### config.mk
export PLATFORM = sky130hd
export DESIGN_NAME = uart_rx_ctrl
export DESIGN_NICKNAME = d
export VERILOG_FILES = /design/src/rtl/uart_rx_ctrl.sv
export SDC_FILE = /design/constraint.sdc
export NUM_CORES = 1
export LEC_CHECK = 0
export ABC_CLOCK_PERIOD_IN_PS = 5200
export CORE_MARGIN = 5
export CORE_UTILIZATION = 50
export CTS_BUF_LIST = sky130_fd_sc_hd__clkbuf_4 sky130_fd_sc_hd__clkbuf_8
export CTS_CLUSTER_SIZE = 20
export DETAILED_ROUTE_END_ITERATION = 8
export PLACE_DENSITY = 0.7
export SETUP_SLACK_MARGIN = 0.2
export SKIP_LAST_GASP = 1
export SYNTH_ARGS = -nofsm -noshare
export SYNTH_HDL_FRONTEND = slang
export SYNTH_SLANG_ARGS = --single-unit
### constraint.sdc
create_clock -name clk -period 5.2 [get_ports clk]
set_clock_uncertainty 0.2 [all_clocks]
set_input_delay 0.78 -clock clk [delete_from_list [all_inputs] [get_ports clk]]
set_output_delay 0.78 -clock clk [all_outputs]
set_load 0.01 [all_outputs]
### src/rtl/uart_rx_ctrl.sv
// UART receive frame controller: synchronizer, start/data/parity/stop sequencing, one-entry output buffer.
// Optional even parity is compiled in with `define UART_RX_PARITY_EN.
module uart_rx_ctrl #(
  parameter int unsigned OVERSAMPLE = 4,
  parameter int unsigned DATA_BITS  = 8
) (
  input  logic                 clk,
  input  logic                 reset,
  input  logic                 bit_in,
  output logic [DATA_BITS-1:0] byte_out,
  output logic                 valid_out,
  input  logic                 ready_in,
  output logic                 frame_err,
  output logic                 parity_err,
  output logic                 overrun,
  output logic                 busy
);

  localparam int unsigned CW = $clog2(OVERSAMPLE);
  localparam int unsigned IW = $clog2(DATA_BITS);
  localparam logic [CW-1:0] HALF_LAST = CW'(OVERSAMPLE / 2 - 1);
  localparam logic [CW-1:0] BIT_LAST  = CW'(OVERSAMPLE - 1);
  localparam logic [IW-1:0] IDX_LAST  = IW'(DATA_BITS - 1);

  typedef enum logic [2:0] {
    S_IDLE,
    S_START,
    S_DATA,
    S_STOP
`ifdef UART_RX_PARITY_EN
    , S_PARITY
`endif
  } state_e;

  state_e                 state_q, state_d;
  logic                   sync1_q, rx_s_q, rx_prev_q;
  logic [CW-1:0]          bcnt_q, bcnt_d;
  logic [IW-1:0]          idx_q, idx_d;
  logic [DATA_BITS-1:0]   sr_q, sr_d;
  logic [DATA_BITS-1:0]   byte_q, byte_d;
  logic                   valid_q, valid_d;
  logic                   ferr_q, ovr_q, ovr_d, busy_q;
  logic                   good_c, ferr_c;
`ifdef UART_RX_PARITY_EN
  logic                   perr_q, perr_d, perrp_q, perrp_c;
`endif

  // State and datapath registers; synchronizer idles high so reset never looks like a start edge
  always_ff @(posedge clk or negedge reset) begin
    if (!reset) begin
      sync1_q   <= 1'b1;
      rx_s_q    <= 1'b1;
      rx_prev_q <= 1'b1;
      state_q   <= S_IDLE;
      bcnt_q    <= '0;
      idx_q     <= '0;
      sr_q      <= '0;
      byte_q    <= '0;
      valid_q   <= 1'b0;
      ferr_q    <= 1'b0;
      ovr_q     <= 1'b0;
      busy_q    <= 1'b0;
`ifdef UART_RX_PARITY_EN
      perr_q    <= 1'b0;
      perrp_q   <= 1'b0;
`endif
    end else begin
      sync1_q   <= bit_in;
      rx_s_q    <= sync1_q;
      rx_prev_q <= rx_s_q;
      state_q   <= state_d;
      bcnt_q    <= bcnt_d;
      idx_q     <= idx_d;
      sr_q      <= sr_d;
      byte_q    <= byte_d;
      valid_q   <= valid_d;
      ferr_q    <= ferr_c;
      ovr_q     <= ovr_d;
      busy_q    <= (state_d != S_IDLE);
`ifdef UART_RX_PARITY_EN
      perr_q    <= perr_d;
      perrp_q   <= perrp_c;
`endif
    end
  end

  // Frame sequencing; bcnt free-runs and is cleared at every sample point
  always_comb begin
    state_d = state_q;
    bcnt_d  = bcnt_q + CW'(1);
    idx_d   = idx_q;
    sr_d    = sr_q;
    good_c  = 1'b0;
    ferr_c  = 1'b0;
`ifdef UART_RX_PARITY_EN
    perr_d  = perr_q;
    perrp_c = 1'b0;
`endif
    case (state_q)
      S_IDLE: begin
        bcnt_d = '0;
        if (!rx_s_q && rx_prev_q) begin
          state_d = S_START;
          idx_d   = '0;
`ifdef UART_RX_PARITY_EN
          perr_d  = 1'b0;
`endif
        end
      end
      S_START: begin
        if (bcnt_q == HALF_LAST) begin
          bcnt_d  = '0;
          state_d = rx_s_q ? S_IDLE : S_DATA;
        end
      end
      S_DATA: begin
        if (bcnt_q == BIT_LAST) begin
          bcnt_d = '0;
          sr_d   = {rx_s_q, sr_q[DATA_BITS-1:1]};
          idx_d  = idx_q + IW'(1);
          if (idx_q == IDX_LAST) begin
`ifdef UART_RX_PARITY_EN
            state_d = S_PARITY;
`else
            state_d = S_STOP;
`endif
          end
        end
      end
`ifdef UART_RX_PARITY_EN
      S_PARITY: begin
        if (bcnt_q == BIT_LAST) begin
          bcnt_d  = '0;
          state_d = S_STOP;
          if ((^sr_q) ^ rx_s_q) perr_d = 1'b1;
        end
      end
`endif
      S_STOP: begin
        if (bcnt_q == BIT_LAST) begin
          bcnt_d  = '0;
          state_d = S_IDLE;
          if (!rx_s_q) begin
            ferr_c = 1'b1;
`ifdef UART_RX_PARITY_EN
          end else if (perr_q) begin
            perrp_c = 1'b1;
`endif
          end else begin
            good_c = 1'b1;
          end
        end
      end
      default: state_d = S_IDLE;
    endcase
  end

  // One-entry output buffer: a commit may replace a byte only when it is drained that same cycle
  always_comb begin
    byte_d  = byte_q;
    valid_d = valid_q;
    ovr_d   = 1'b0;
    if (good_c) begin
      if (!valid_q || ready_in) begin
        byte_d  = sr_q;
        valid_d = 1'b1;
      end else begin
        ovr_d = 1'b1;
      end
    end else if (valid_q && ready_in) begin
      valid_d = 1'b0;
    end
  end

  assign byte_out  = byte_q;
  assign valid_out = valid_q;
  assign frame_err = ferr_q;
  assign overrun   = ovr_q;
  assign busy      = busy_q;
`ifdef UART_RX_PARITY_EN
  assign parity_err = perrp_q;
`else
  assign parity_err = 1'b0;
`endif

endmodule

==> results.toml, run 1 <==
[status]
status = "completed"

[critical_path]
required_ns = 4.22
critPathSlowestCell = "clkdlybuf4s50_1"
crit_family = "buffers and inverters"
worst_setup_path_start_kind = "register"
r2r_cells = 3
cp_data_arrival_time_ns = 1.23
worst-setup-path-type = "reg2out"
worstSetupEndpointType = "output pin"
cp_slowest_stage_delay_ns = 0.55
critical_path.cell_chain = "clkdlybuf4s50_1"
cp_num_cells = 1
worstPathMaxFanout = 2
worst-path-buf-inv = 1

[global_route]
antenna_found_initial = 0
grt_overflow = 0
grt_pass1_vias = 793
grt_max_degree = 32
grt_usage_pct = 13.6
grt_pass1_wl_um = 3570

[sta]
fin_crit_sh_pct = 42.5
hold_ws_ns = 0.166
finalCriticalPeriod_ns = 2.21
tns_ns = 0
max_freq_mhz = 453
setup_viol = 0
hold_viol = 0
rsz0062_at_grt = "no"
final_max_slew_viol_count = 0

[worst_hold_path]
hp-class = "reg2reg"
hold_depth = 0

[cts]
numCtsBuffers = 5
cts_setup_buffers = 0
cts_tree = "built"
clock-sinks = 31
ctsRootBufferMaster = "clkbuf_4"
cts.repair.resized = 0
path_clk_slew_ns = 0.09
htree_levels = 2
clock_latency_ns = 0.32
ctsHoldBuffers = 0
cts_buffer_depth = 2

[yosys]
synth_common_cells = "dfrtp_1 (28), mux2_2 (17), ha_1 (5)"
ys.flop_type = "dfrtp_1"
ys_ff_latch = 31
synth.top_cell.area_share_pct = 54.4
syn_inst = 92
async_reset_ff_share_pct = 100
yosysMostFrequentCell = "dfrtp_1"
synth_edf_count = 0
synthesis.area_mm2 = 0.00129
ys_types = 31
synth_top_cell_by_area = "dfrtp_1"
synth_seq_area_share_pct = 60.5
yosys_warnings = 0
synth_area_leaders = "dfrtp_1 (54%), mux2_2 (15%), dfstp_2 (6.1%)"
synth_area_per_cell_um2 = 14.0

[routing]
drc_errors = 0
dr.pass1.iters = 3
via_count = 752
viasPerCell = 5.26
wl_per_cell_um = 14.5
drt_wl_total_um = 2070
drtAntennaViolNets = 0
dr.first_iter.drc_count = 10

[placement]
dpl-instance-area_mm2 = 0.00147
dp_hpwl_um = 1440
finalWeightedCongestion = 0.805
portBuffers = 15

[floorplan]
die_width_um = 60.8
num_rows = 18
core_area_mm2 = 0.00248
dieArea_mm2 = 0.00369
die_h_um = 60.8
pin_count = 17
initial_core_util_pct = 52.0

[power_and_ir_drop]
leakagePower_nw = 0.765
power_uw = 422
power_density_mw_per_mm2 = 276
max-vdd-ir-drop_mv = 0.172

[run]
cap_violations = 0

[layout]
drive_above_1_share_pct = 30.1
syn_to_final_growth_pct = 18.5
diodes = 0
fin_nets = 122
fin_area_mm2 = 0.00153
## area by class of cell
type	instances	area (µm²)
flip-flops and latches	31	779
clock buffers	6	51.3
clock inverters	1	5.00
multi-input cells	55	482
repair buffers	16	158
well taps	30	37.5
inverters	4	15.0
fillers	210	950
## logic make-up (layout without fill, tap and decap cells)
family / after synthesis / after routing / share of synthesized area, %
simple gates: 22 / 22 / 11.7
fa+ha+maj: 5 / 5 / 4.85
flops: 31 / 31 / 60.5
compound gates: 8 / 8 / 4.17
buf+inv: 7 / 27 / 2.43
other cells: 1 / 2 / 0.291
mux: 18 / 18 / 16.0
## stage by stage
stage,instances,setup slack (ns),util (%)
after floorplan,93,3.41,-
after global placement,136,2.85,59.4
after detailed placement,136,2.78,59.4
after CTS,143,2.97,61.7
after global routing,143,2.93,61.7
final,143,2.99,61.7
## worst register-to-register path, delay by kind of cell, from the launching register on
family	cells	cell delay, ns
simple gates	2	0.75
mux	1	0.40
flops	1	0.45
## flip-flops by register name (all words and copies together) (netlist names)
signal and count:
byte_out 8, sync1_q 1, busy 1, state_q 3, sr_q 8, rx_s_q 1
rx_prev_q 1, valid_out 1, idx_q 3, bcnt_q 2, overrun 1, frame_err 1
## cell usage in the layout, fill, tap and decap left out, drive strengths merged
cell / count
dfrtp: 28
mux2: 18
clkdlybuf4s50: 15
clkbuf: 6
ha: 5
inv: 4
o21ai: 3
nand2: 3
dfstp: 3
nor2: 2
nor3b: 2
nor3: 2
nand2b: 2
and3b: 2
conb: 2
nand3: 1
nor2b: 1
nand3b: 1
and3: 1
a21boi: 1
and4bb: 1
a21oi: 1
and2b: 1
o31ai: 1
nand4: 1
nand4b: 1
or3b: 1
a211o: 1
a22o: 1
clkinv: 1
buf: 1
## where the power goes
| group | leakage [nW] | switching (mW) | total, mW | internal (mW) |
|---|---|---|---|---|
| Clock | 0.0341 | 0.0741 | 0.137 | 0.0625 |
| Sequential | 0.416 | 0.00798 | 0.257 | 0.249 |
| Combinational | 0.314 | 0.0150 | 0.0284 | 0.0134 |
| Total | 0.765 | 0.0971 | 0.422 | 0.325 |
## per-layer routing
layer	wire length, µm	vias to the layer above	global-route usage, %
met1	924	364	16.6
met2	1020	15	21.2
met3	90	6	4.47
met4	41	0	7.43
met5	0	-	0
li1	-	367	-
## worst paths after layout
check,slack (ns),startpoint,end
max,2.99,valid_out,valid_out
min,0.17,sync1_q,rx_s_q
max reg2reg,3.30,state_q[2],sr_q[1]
min reg2reg,0.17,sync1_q,rx_s_q
max in group asynchronous,3.84,reset,rx_prev_q
min in group asynchronous,0.64,reset,idx_q[2]
No activity file was read; power rests on OpenSTA's default activity.
==> inputs of run 2 (changes only) <==
--- a/config.mk
+++ b/config.mk
@@ -5,7 +5,7 @@
 export SDC_FILE = /design/constraint.sdc
 export NUM_CORES = 1
 export LEC_CHECK = 0
-export ABC_CLOCK_PERIOD_IN_PS = 5200
+export ABC_CLOCK_PERIOD_IN_PS = 2300
 export CORE_MARGIN = 5
 export CORE_UTILIZATION = 50
 export CTS_BUF_LIST = sky130_fd_sc_hd__clkbuf_4 sky130_fd_sc_hd__clkbuf_8
==> constraint.sdc (replaced) <==
create_clock -name clk -period 2.3 [get_ports clk]
set_clock_uncertainty 0.2 [all_clocks]
set_input_delay 0.345 -clock clk [delete_from_list [all_inputs] [get_ports clk]]
set_output_delay 0.345 -clock clk [all_outputs]
set_load 0.01 [all_outputs]
==> results.toml, run 2 (synthesized netlist as in run 1, its figures left out) <==
[critical_path]
r2r_cells = 3
worst_setup_path_start_kind = "register"
critical_path.cell_chain = "and2b_2 -> and3b_1 -> mux2_2"
worstPathMaxFanout = 10
rr_endpoint = "sr_q[5]"
rrSetupSlack_ns = 0.42
cp_num_cells = 3
worst-path-buf-inv = 0
critPathSlowestCell = "and3b_1"
worst-setup-path-type = "reg2reg"
cp_data_arrival_time_ns = 1.88
cp-startpoint = "state_q[2]"
cp-endpoint = "sr_q[5]"
cp_slowest_stage_delay_ns = 0.46
worstSetupEndpointType = "register"
r2r-start = "state_q[2]"
crit_family = "simple AND/OR/NAND/NOR gates"
required_ns = 2.31

[cts]
clock_latency_ns = 0.33
cts_tree = "built"
ctsRootBufferMaster = "clkbuf_4"
cts_setup_buffers = 0
ctsHoldBuffers = 0
cts_buffer_depth = 2
path_clk_slew_ns = 0.08
cts.repair.resized = 0
htree_levels = 2
clock-sinks = 31
numCtsBuffers = 5

[placement]
place_ws_ns = 0.341
dp_hpwl_um = 1460
dp.cells = 136
portBuffers = 15
finalWeightedCongestion = 0.805

[layout]
drive_above_1_share_pct = 30.1
fin_cells = 143
diodes = 0
layout_common_cells = "dfrtp_1 (28), mux2_2 (17), clkdlybuf4s50_1 (15)"
syn_to_final_growth_pct = 18.5
layout_commonest_cell = "dfrtp_1"
fin_nets = 122
multi_input_area_um2 = 482
fillCellCount = 202
seqCellArea_um2 = 779

[global_route]
grt_use_met2_pct = 22.3
grt_max_degree = 32
grt_pass1_wl_um = 3560
grt.met3_usage_pct = 4.26
top_usage_layer = "met2"
grt_usage_pct = 13.7
grt_overflow = 0
antenna_found_initial = 0
grt_pass1_vias = 836
met1_usage_pct = 15.1

[power_and_ir_drop]
p_sw_uw = 222
swShare_pct = 23.2
power_frac_seq_pct = 60.7
leakagePower_nw = 0.765
power_density_mw_per_mm2 = 626
power_frac_clock_pct = 32.5
power_uw = 957
pwr-share-comb_pct = 6.7
max-vdd-ir-drop_mv = 0.469
p_int_uw = 735

[routing]
wl_per_cell_um = 14.5
viasPerCell = 5.31
drc_errors = 0
via_count = 759
drtAntennaViolNets = 0
dr.pass1.iters = 2
drt_wl_total_um = 2080
dr.first_iter.drc_count = 31

[sta]
finalCriticalPeriod_ns = 1.88
setup_viol = 0
max_freq_mhz = 533
worst_slack_ns = 0.424
tns_ns = 0
fin_crit_sh_pct = 81.5
hold_viol = 0
final_max_slew_viol_count = 0
rsz0062_at_grt = "no"
hold_ws_ns = 0.162

[floorplan]
die_width_um = 60.8
core_area_mm2 = 0.00248
die_h_um = 60.8
num_rows = 18
initial_core_util_pct = 52.0
dieArea_mm2 = 0.00369
pin_count = 17

[status]
status = "completed"

[run]
cap_violations = 0

[worst_hold_path]
hp-class = "reg2reg"
[run 2: cell counts in the layout (fill, tap and decap cells not counted)]
No cell type changed its count.
[run 2: metrics by stage]
| stage | cell area [µm²] | util [%] |
|---|---|---|
| after CTS | 1530 | 61.7 |
| after global placement | 1470 | 59.4 |
| after floorplan | 1290 | - |
| after detailed placement | 1470 | 59.4 |
| final | 1530 | 61.7 |
| after global routing | 1530 | 61.7 |
[run 2: worst min-delay path by stage]
| stage | end | cells after the start | slack, ns | start |
|---|---|---|---|---|
| CTS | rx_s_q | 0 | 0.16 | sync1_q |
| global placement | rx_s_q | 0 | 0.15 | sync1_q |
| detailed placement | rx_s_q | 0 | 0.15 | sync1_q |
| floorplan | bcnt_q[0] | 0 | -0.15 | reset |
| finish | rx_s_q | 0 | 0.16 | sync1_q |
| global route | rx_s_q | 0 | 0.17 | sync1_q |
[run 2: cell type report]
| type | instances | share of cell area (%) |
|---|---|---|
| clock inverter | 1 | 0.328 |
| multi-input combinational | 55 | 31.5 |
| timing repair buffer | 16 | 10.3 |
| clock buffer | 6 | 3.36 |
| sequential | 31 | 51.0 |
| tap | 30 | 2.46 |
| inverter | 4 | 0.983 |
[run 2: power by group through the flow]
stage	clock, mW	combinational (mW)	sequential [mW]
after floorplan	0	0.0404	0.587
after global placement	0	0.0631	0.591
after detailed placement	0	0.0669	0.592
after CTS	0.327	0.0667	0.582
after global routing	0.347	0.0770	0.584
final	0.311	0.0644	0.581
[run 2: routing by layer]
metal	vias to the layer above	share of wire [%]
met2	13	52
met3	5	4.6
met4	0	1.6
li1	361	-
met5	-	0
met1	380	42
==> inputs of run 3 (changes only) <==
--- a/config.mk
+++ b/config.mk
@@ -5,13 +5,13 @@
 export SDC_FILE = /design/constraint.sdc
 export NUM_CORES = 1
 export LEC_CHECK = 0
-export ABC_CLOCK_PERIOD_IN_PS = 2300
+export ABC_CLOCK_PERIOD_IN_PS = 1700
 export CORE_MARGIN = 5
 export CORE_UTILIZATION = 50
 export CTS_BUF_LIST = sky130_fd_sc_hd__clkbuf_4 sky130_fd_sc_hd__clkbuf_8
 export CTS_CLUSTER_SIZE = 20
 export DETAILED_ROUTE_END_ITERATION = 8
-export PLACE_DENSITY = 0.7
+export PLACE_DENSITY = 0.73
 export SETUP_SLACK_MARGIN = 0.2
 export SKIP_LAST_GASP = 1
 export SYNTH_ARGS = -nofsm -noshare
==> constraint.sdc (replaced) <==
create_clock -name clk -period 1.7 [get_ports clk]
set_clock_uncertainty 0.2 [all_clocks]
set_input_delay 0.255 -clock clk [delete_from_list [all_inputs] [get_ports clk]]
set_output_delay 0.255 -clock clk [all_outputs]
set_load 0.01 [all_outputs]
==> results.toml, run 3 (synthesized netlist as in run 1, its figures left out) <==
[critical_path]
crit_family = "flip-flops"
worst-path-buf-inv = 0
cp-startpoint = "rx_prev_q"
required_ns = 1.72
worst-setup-path-type = "reg2reg"
cp_slowest_stage_delay_ns = 0.53
cp_num_cells = 3
worst_setup_path_start_kind = "register"
critical_path.cell_chain = "or3b_1 -> a211o_1 -> mux2_4"
worstSetupEndpointType = "register"
cp-endpoint = "idx_q[1]"
rrSetupSlack_ns = -0.09
critPathSlowestCell = "dfstp_2"
worstPathMaxFanout = 3
cp_data_arrival_time_ns = 1.82
rr_endpoint = "idx_q[1]"
r2r-start = "rx_prev_q"
r2r_cells = 3

[sta]
finalCriticalPeriod_ns = 1.79
final_max_slew_viol_count = 0
max_freq_mhz = 557
hold_viol = 0
setup_viol = 4
fin_crit_sh_pct = 106
tns_ns = -0.167
worst_slack_ns = -0.0948
rsz0062_at_grt = "yes"

[global_route]
grt_pass1_vias = 850
grt_overflow = 0
antenna_found_initial = 0
grt_pass1_wl_um = 4110
grt_usage_pct = 15.6
grt_max_degree = 32

[power_and_ir_drop]
p_sw_uw = 382
pwr-share-comb_pct = 14.9
power_frac_seq_pct = 48.3
leakagePower_nw = 0.968
power_density_mw_per_mm2 = 880
swShare_pct = 23.6
power_frac_clock_pct = 36.8
max-vdd-ir-drop_mv = 0.719
p_int_mw = 1.24

[cts]
ctsRootBufferMaster = "clkbuf_4"
clock-sinks = 31
cts_tree = "built"
clock_latency_ns = 0.33
cts_buffer_depth = 2
numCtsBuffers = 5
htree_levels = 2
path_clk_slew_ns = 0.10

[routing]
wl_per_cell_um = 17.1
drc_errors = 0
dr.pass1.iters = 4
dr.first_iter.drc_count = 18
viasPerCell = 5.41
drtAntennaViolNets = 0
via_count = 860
drt_wl_total_um = 2710

[layout]
fillCellCount = 171
fin_nets = 137
fin_area_mm2 = 0.00184
drive_above_1_share_pct = 48.8
diodes = 0
layout_common_cells = "dfrtp_1 (28), dlygate4sd2_1 (12), mux2_4 (10), buf_4 (10), mux2_2 (8)"
syn_to_final_growth_pct = 42.6
fin_util_pct = 74.2
layout_commonest_cell = "dfrtp_1"

[floorplan]
dieArea_mm2 = 0.00369
core_area_mm2 = 0.00248
initial_core_util_pct = 52.0
num_rows = 18
pin_count = 17
die_h_um = 60.8
die_width_um = 60.8

[placement]
dpl-instance-area_mm2 = 0.00160
portBuffers = 15
finalWeightedCongestion = 0.846
dp_hpwl_um = 1530

[status]
status = "finished with violations"
violations = "setup timing"

[run]
cap_violations = 0

[worst_hold_path]
hp-class = "in2async"
[run 3: changes by cell type in the layout (fill, tap and decap cells not counted), sizes merged]
cell,previous run,this run
buf,1,15
bufinv,0,1
and3b,2,3
clkdlybuf4s50,15,3
dlygate4sd2,0,12
[run 3: per-stage QoR]
step	std cells	power [mW]	hold WS [ns]	setup WS [ns]
6_report	159	1.62	0.0691	-0.0948
5_1_grt	159	1.70	0.0784	-0.125
4_1_cts	158	1.58	0.0764	-0.0933
3_5_place_dp	145	0.937	0.153	-0.0887
3_3_place_gp	145	0.930	0.146	-0.0780
2_1_floorplan	93	0.858	-0.241	-0.0330
[run 3: cell type report]
cell class	instances	area (µm²)	area share (%)
timing repair buffer	30	275	15.0
sequential	31	779	42.4
multi-input combinational	56	644	35.1
clock buffer	6	51.3	2.79
inverter	4	15.0	0.817
tap	30	37.5	2.04
clock inverter	2	35.0	1.91
[run 3: worst min path at each step]
stage	startpoint	endpoint	cells after the start
6_report	reset	bcnt_q[0]	2
3_5_place_dp	sync1_q	rx_s_q	0
4_1_cts	reset	busy	2
5_1_grt	reset	busy	2
2_1_floorplan	reset	bcnt_q[0]	0
3_3_place_gp	sync1_q	rx_s_q	0
[run 3: timing repair]
action                                  4_1_cts  5_1_grt
cloned                                        1        0
gates resized for setup                      26       15
endpoints found under the setup margin       34       25
hold buffers                                  0        0
endpoints found under the hold margin         0        0
setup buffers                                 4        1
pin swaps                                     5        8
[run 3: metal layers]
layer	GRT usage (%)	share of wire (%)
met5	0	0
met2	22.7	48
met1	20.4	42
met3	5.32	7.6
met4	8.36	2.5
[run 3: power by group through the flow]
stage	logic [mW]	clock network, mW	registers, mW
after floorplan	0.0588	0	0.799
after global placement	0.138	0	0.792
after detailed placement	0.143	0	0.794
after CTS	0.185	0.609	0.781
after global routing	0.260	0.650	0.785
final	0.241	0.596	0.781
